$ cat src/rtl/mem_wb_skid_reg.sv
// MEM/WB pipeline register with valid/ready handshake and a two-entry skid buffer.
// Optional stall-cycle counter enabled by defining MEM_WB_STALL_CNT_EN.
module mem_wb_skid_reg #(
  parameter int XLEN  = 32,
  parameter int MLEN  = 128,
  parameter int RDW   = 5,
  parameter int WSELW = 2,
  parameter int CNTW  = 32
) (
  input  logic             clk,
  input  logic             rst,
  input  logic             flush,
  input  logic             me_valid,
  output logic             me_ready,
  input  logic [XLEN-1:0]  me_mem_data,
  input  logic [XLEN-1:0]  me_alu_o,
  input  logic [MLEN-1:0]  me_matrix_o,
  input  logic [RDW-1:0]   me_rd,
  input  logic             me_mem2reg,
  input  logic [WSELW-1:0] me_w_select,
  output logic             wb_valid,
  input  logic             wb_ready,
  output logic [XLEN-1:0]  wb_mem_data,
  output logic [XLEN-1:0]  wb_alu_o,
  output logic [MLEN-1:0]  wb_matrix_o,
  output logic [RDW-1:0]   wb_rd,
  output logic             wb_mem2reg,
  output logic [WSELW-1:0] wb_w_select,
  output logic [CNTW-1:0]  stall_cnt
);

  typedef struct packed {
    logic [XLEN-1:0]  mem_data;
    logic [XLEN-1:0]  alu_o;
    logic [MLEN-1:0]  matrix_o;
    logic [RDW-1:0]   rd;
    logic             mem2reg;
    logic [WSELW-1:0] w_select;
  } payload_t;

  typedef enum logic [1:0] {
    S_EMPTY = 2'd0,
    S_ONE   = 2'd1,
    S_TWO   = 2'd2
  } state_t;

  state_t   state_q, state_d;
  payload_t main_q, main_d;
  payload_t skid_q, skid_d;
  payload_t in_pl;
  logic     accept;
  logic     consume;

  assign in_pl = '{
    mem_data: me_mem_data,
    alu_o:    me_alu_o,
    matrix_o: me_matrix_o,
    rd:       me_rd,
    mem2reg:  me_mem2reg,
    w_select: me_w_select
  };

  // Ready comes from the state register only, so wb_ready never reaches MEM combinationally.
  assign me_ready = (state_q != S_TWO);
  assign wb_valid = (state_q != S_EMPTY);
  assign accept   = me_valid && me_ready;
  assign consume  = wb_valid && wb_ready;

  // NOTE: every variable gets a default before the case so no latch is inferred.
  always_comb begin
    state_d = state_q;
    main_d  = main_q;
    skid_d  = skid_q;
    if (flush) begin
      state_d = S_EMPTY;
      main_d  = '0;
      skid_d  = '0;
    end else begin
      case (state_q)
        S_EMPTY: begin
          if (accept) begin
            main_d  = in_pl;
            state_d = S_ONE;
          end
        end
        S_ONE: begin
          if (accept && consume) begin
            main_d = in_pl;
          end else if (accept) begin
            skid_d  = in_pl;
            state_d = S_TWO;
          end else if (consume) begin
            main_d  = '0;
            state_d = S_EMPTY;
          end
        end
        S_TWO: begin
          // The skid entry is always older than anything accepted later.
          if (consume) begin
            main_d  = skid_q;
            skid_d  = '0;
            state_d = S_ONE;
          end
        end
        default: begin
          state_d = S_EMPTY;
          main_d  = '0;
          skid_d  = '0;
        end
      endcase
    end
  end

  // NOTE: sequential state uses non-blocking assignments so all flops update together.
  always_ff @(posedge clk) begin
    if (!rst) begin
      state_q <= S_EMPTY;
      // NOTE: payload registers are reset because idle outputs must read as zero.
      main_q  <= '0;
      skid_q  <= '0;
    end else begin
      state_q <= state_d;
      main_q  <= main_d;
      skid_q  <= skid_d;
    end
  end

  assign wb_mem_data = main_q.mem_data;
  assign wb_alu_o    = main_q.alu_o;
  assign wb_matrix_o = main_q.matrix_o;
  assign wb_rd       = main_q.rd;
  assign wb_mem2reg  = main_q.mem2reg;
  assign wb_w_select = main_q.w_select;

`ifdef MEM_WB_STALL_CNT_EN
  logic [CNTW-1:0] stall_q;

  // Saturates so a long stall never wraps to a misleadingly small count.
  always_ff @(posedge clk) begin
    if (!rst) begin
      stall_q <= '0;
    end else if (wb_valid && !wb_ready && (stall_q != {CNTW{1'b1}})) begin
      stall_q <= stall_q + 1'b1;
    end
  end

  assign stall_cnt = stall_q;
`else
  assign stall_cnt = '0;
`endif

endmodule

$ cat config.mk
export PLATFORM = sky130hd
export DESIGN_NAME = mem_wb_skid_reg
export DESIGN_NICKNAME = d
export VERILOG_FILES = /design/src/rtl/mem_wb_skid_reg.sv
export SDC_FILE = /design/constraint.sdc
export NUM_CORES = 1
export LEC_CHECK = 0
export BUFFER_PORTS_ARGS = -buffer_cell sky130_fd_sc_hd__buf_4
export CAP_MARGIN = 10
export CORE_MARGIN = 10
export CORE_UTILIZATION = 54
export CTS_CLUSTER_SIZE = 20
export DETAILED_ROUTE_END_ITERATION = 8
export HOLD_SLACK_MARGIN = 0.02
export PLACE_DENSITY = 0.81
export SYNTH_ARGS = -nofsm -noshare
export SYNTH_HDL_FRONTEND = slang
export SYNTH_SLANG_ARGS = --single-unit
$ cat constraint.sdc
create_clock -name clk -period 2.1 [get_ports clk]
set_clock_uncertainty 0.05 [all_clocks]
set_input_delay 0.105 -clock clk [delete_from_list [all_inputs] [get_ports clk]]
set_output_delay 0.105 -clock clk [all_outputs]
set_load 0.005 [all_outputs]
==> results.txt <==
----------------------------------------------------
[STA]
  Slew Viols, Final ... 0
  Sum Neg Setup Slack ... 0 ns
  Count of endpoints failing hold in the final timing report ... 0
  Slew at the pin with the worst max-slew slack ... 1.03 ns
  Unrepaired setup endpoints after global routing ... false
  Fraction of the cycle the final worst path needs ... 98.0%
  Final WS setup ... 0.0425 ns
  Maximum clock frequency ... 486 MHz
  Hold_ws ... 0.298 ns
  Headroom to the max-slew limit ... 31.2%
  Final period demand of the worst path ... 2.06 ns
  Finish-stage setup viols ... 0

[Finish]
  Final standard cell area without fillers ... 24100 um^2
  Number of nets in the final layout ... 2754
  Share of final-layout standard cells stronger than drive strength 1 ... 20.5%
  Utilization after layout ... 74.0%
  Syn-to-layout area delta ... 35.5%
  Count of placed standard cells in the final layout, fillers left out ... 3027

[Place]
  Count of port buffers added during placement ... 406
  Number of placed instances, taps included ... 2742
  GP Congestion ... 0.811
  Placed Instance Area ... 20600 um^2
  Placed wire-length estimate ... 36900 um
  Post-Place Worst Slack ... 0.163 ns

[Route]
  Total routed wirelength ... 66300 um
  Ratio of routed vias to standard cells ... 6.32
  Iteration-0 DRC Markers ... 2654
  Number of detailed-route iterations in the first pass ... 6
  Via count of the routed design ... 19100
  DRC violations left ... 0
  Final routed wire length divided by cell count ... 21.9 um
  Antenna-violating nets left ... 0

[Logic synthesis]
  Yosys cell types ... 26
  Commonest cells post-synth ... 601 x sky130_fd_sc_hd__nand2_1, 402 x sky130_fd_sc_hd__dfxtp_1, 201 x sky130_fd_sc_hd__nand3b_1, 201 x sky130_fd_sc_hd__nor3_1
  Largest area contributor in the netlist ... sky130_fd_sc_hd__dfxtp_1
  Area share of the largest cell type after synthesis ... 45.3%
  Synth Cell Area ... 17800 um^2
  Post-synth EDFFs ... 0
  Number of warning messages in the yosys log ... 0
  Main combinational cell family by area after synthesis ... simple AND/OR/NAND/NOR gates
  Adder-cell share of the synthesized area ... 0%
  Simple-gate area share of the yosys netlist ... 27.2%
  Multiplexer fraction of the synthesized cell area ... 0.120%
  Compound-cell area share of the yosys netlist ... 18.6%
  Average cell area after synthesis ... 8.55 um^2
  Register bit total from synthesis ... 402
  Register area share after synthesis ... 45.3%
  Xor-xnor portion of the synthesized cell area ... 0%
  Most numerous cell in the Yosys netlist ... sky130_fd_sc_hd__nand2_1
  Share of flip-flops with an asynchronous set or reset after synthesis ... 0%
  Number of instances in the synthesized netlist ... 2077
  Top FF cell, synth ... sky130_fd_sc_hd__dfxtp_1
  Largest cells by area after synthesis ... sky130_fd_sc_hd__dfxtp_1 45%, sky130_fd_sc_hd__nand2_1 13%, sky130_fd_sc_hd__a221o_1 11%, sky130_fd_sc_hd__nand3b_1 8.5%, sky130_fd_sc_hd__a31oi_1 7.0%

[Floorplanning]
  Site Rows ... 66
  Overall die height ... 201 um
  Width of the chip ... 201 um
  Number of primary I/O pins ... 439
  Placeable core region ... 32500 um^2
  Area enclosed by the die boundary ... 40500 um^2
  Initial Utilization ... 54.6%

[Run status]
  Run status ... completed

[Clock tree]
  Number of instances resized during post-cts repair ... 0
  Cell chosen for the clock root ... sky130_fd_sc_hd__clkbuf_16
  Clock Sink Count ... 402
  Clk slew on worst S/H paths ... 0.06 ns
  Total number of H-tree levels ... 2
  Worst-skew pair later-pin latency ... 0.53 ns
  Clock buffer depth ... 3
  TritonCTS clock tree ... done
  Num CTS Buffers ... 43

[GRT]
  Largest net degree at the start of global routing ... 146
  Total routing resource utilization after global routing ... 30.7%
  Met3 Track Usage GR ... 7.37%
  Wire length of the first global-routing pass ... 105000 um
  Congestion Overflow GR ... 0
  Global-route met1 utilization ... 37.0%
  Most utilized layer in the global route result ... met2
  Number of global-route vias before repair ... 18800
  Met2 routing resource usage after global routing ... 50.5%
  Number of antenna violations at the first check in global routing ... 4

[Min path]
  Path type of the worst min-delay path ... input port to flip-flop

[Setup path]
  Worst Setup Path Type ... flip-flop to flip-flop
  Critical Path Source Type ... flip-flop
  Register-to-register setup slack ... 0.04 ns
  Required time of the worst setup path ... 2.52 ns
  Arrival time reported for the critical path endpoint ... 2.47 ns
  Largest fanout of any net on the critical path ... 131
  Worst Setup End Kind ... flip-flop

[Pwr]
  Overall Power ... 17.6 mW
  Static leakage power ... 8.52 nW
  PD cells ... 733 nW/um^2
  IR Drop Worst-Case VDD ... 0.537 mV

[Flow run]
  Max-capacitance violation count ... 0

----------------------------------------------------
-- routing by layer --
metal / vias up / part of all wire (%)
li1: 8384 / -
met4: 0 / 5.2
met1: 9119 / 37
met3: 258 / 10
met2: 1366 / 48
met5: - / 0
-- final timing paths --
path | endpoint | startpoint | cells after the start
max | wb_alu_o[7] | state_q[0] | 5
min | wb_matrix_o[113] | me_matrix_o[113] | 3
max reg2reg | wb_alu_o[7] | state_q[0] | 5
min reg2reg | wb_matrix_o[103] | wb_matrix_o[103] | 1
-- critical path: stages, from the launching register on --
cell                      delay (ns)
sky130_fd_sc_hd__dfxtp_1        0.32
sky130_fd_sc_hd__buf_4          0.16
sky130_fd_sc_hd__nor2b_1        0.16
sky130_fd_sc_hd__nor3_2         0.36
sky130_fd_sc_hd__buf_12         0.51
sky130_fd_sc_hd__a221o_1        0.30
-- cells by family after synthesis --
family,Yosys count
other,1
AO/OA/AOI/OAI,404
AND/OR/NAND/NOR,1012
buffers and inverters,256
multiplexers,2
flip-flops,402
-- cell type report --
class,count,area (um^2)
fillers,2116,8470
well taps,442,553
clock inverters,15,158
clock buffers,62,1300
flip-flops and latches,402,8050
repair buffers,652,5670
diodes,4,10.0
multi-input cells,1450,8320
-- cells in the final DEF, fill, tap and decap left out --
cell	synthesis	layout
sky130_fd_sc_hd__a21oi_1	1	1
sky130_fd_sc_hd__clkbuf_1	113	6
sky130_fd_sc_hd__o31ai_1	1	1
sky130_fd_sc_hd__dlygate4sd3_1	0	204
sky130_fd_sc_hd__nand3b_1	201	201
sky130_fd_sc_hd__clkbuf_16	0	45
sky130_fd_sc_hd__mux2_2	1	1
sky130_fd_sc_hd__nand2b_4	0	2
sky130_fd_sc_hd__nor4bb_4	0	1
sky130_fd_sc_hd__conb_1	1	32
sky130_fd_sc_hd__a211o_1	1	1
sky130_fd_sc_hd__mux2i_1	1	1
sky130_fd_sc_hd__diode_2	0	4
sky130_fd_sc_hd__clkinvlp_4	0	3
sky130_fd_sc_hd__nor3_2	0	1
sky130_fd_sc_hd__nor2_4	0	1
sky130_fd_sc_hd__o32ai_4	1	1
sky130_fd_sc_hd__nor3_1	201	200
sky130_fd_sc_hd__buf_4	32	426
sky130_fd_sc_hd__nand2b_1	3	1
sky130_fd_sc_hd__dfxtp_4	0	1
sky130_fd_sc_hd__nor2b_1	1	1
sky130_fd_sc_hd__nand2_1	601	601
sky130_fd_sc_hd__bufinv_16	0	3
sky130_fd_sc_hd__clkbuf_8	0	11
sky130_fd_sc_hd__or2b_4	0	1
sky130_fd_sc_hd__dfxtp_1	402	401
sky130_fd_sc_hd__or3b_4	1	1
sky130_fd_sc_hd__clkinv_2	0	9
sky130_fd_sc_hd__a221o_1	200	200
sky130_fd_sc_hd__a31oi_1	200	200
sky130_fd_sc_hd__or2_2	1	1
sky130_fd_sc_hd__buf_6	1	1
sky130_fd_sc_hd__buf_12	22	21
-- flip-flops by register name, indices dropped and copies added (netlist names) --
name         count
wb_matrix_o    128
state_q          2
wb_rd            5
wb_mem2reg       1
skid_q         200
wb_alu_o        32
wb_w_select      2
wb_mem_data     32
-- power by group --
part / leakage [nW] / internal, mW / total (mW) / switching, mW
clock network: 0.719 / 4.66 / 7.79 / 3.13
registers: 3.26 / 7.79 / 7.92 / 0.128
logic: 4.54 / 0.920 / 1.92 / 0.999
total: 8.52 / 13.4 / 17.6 / 4.25
-- what timing repair did --
action                     CTS  global route
hold buffers               204             0
setup buffers                0             0
hold endpoints to repair   402             0
setup endpoints to repair    0             0
Note: power is estimated with default switching activity, not from simulation.
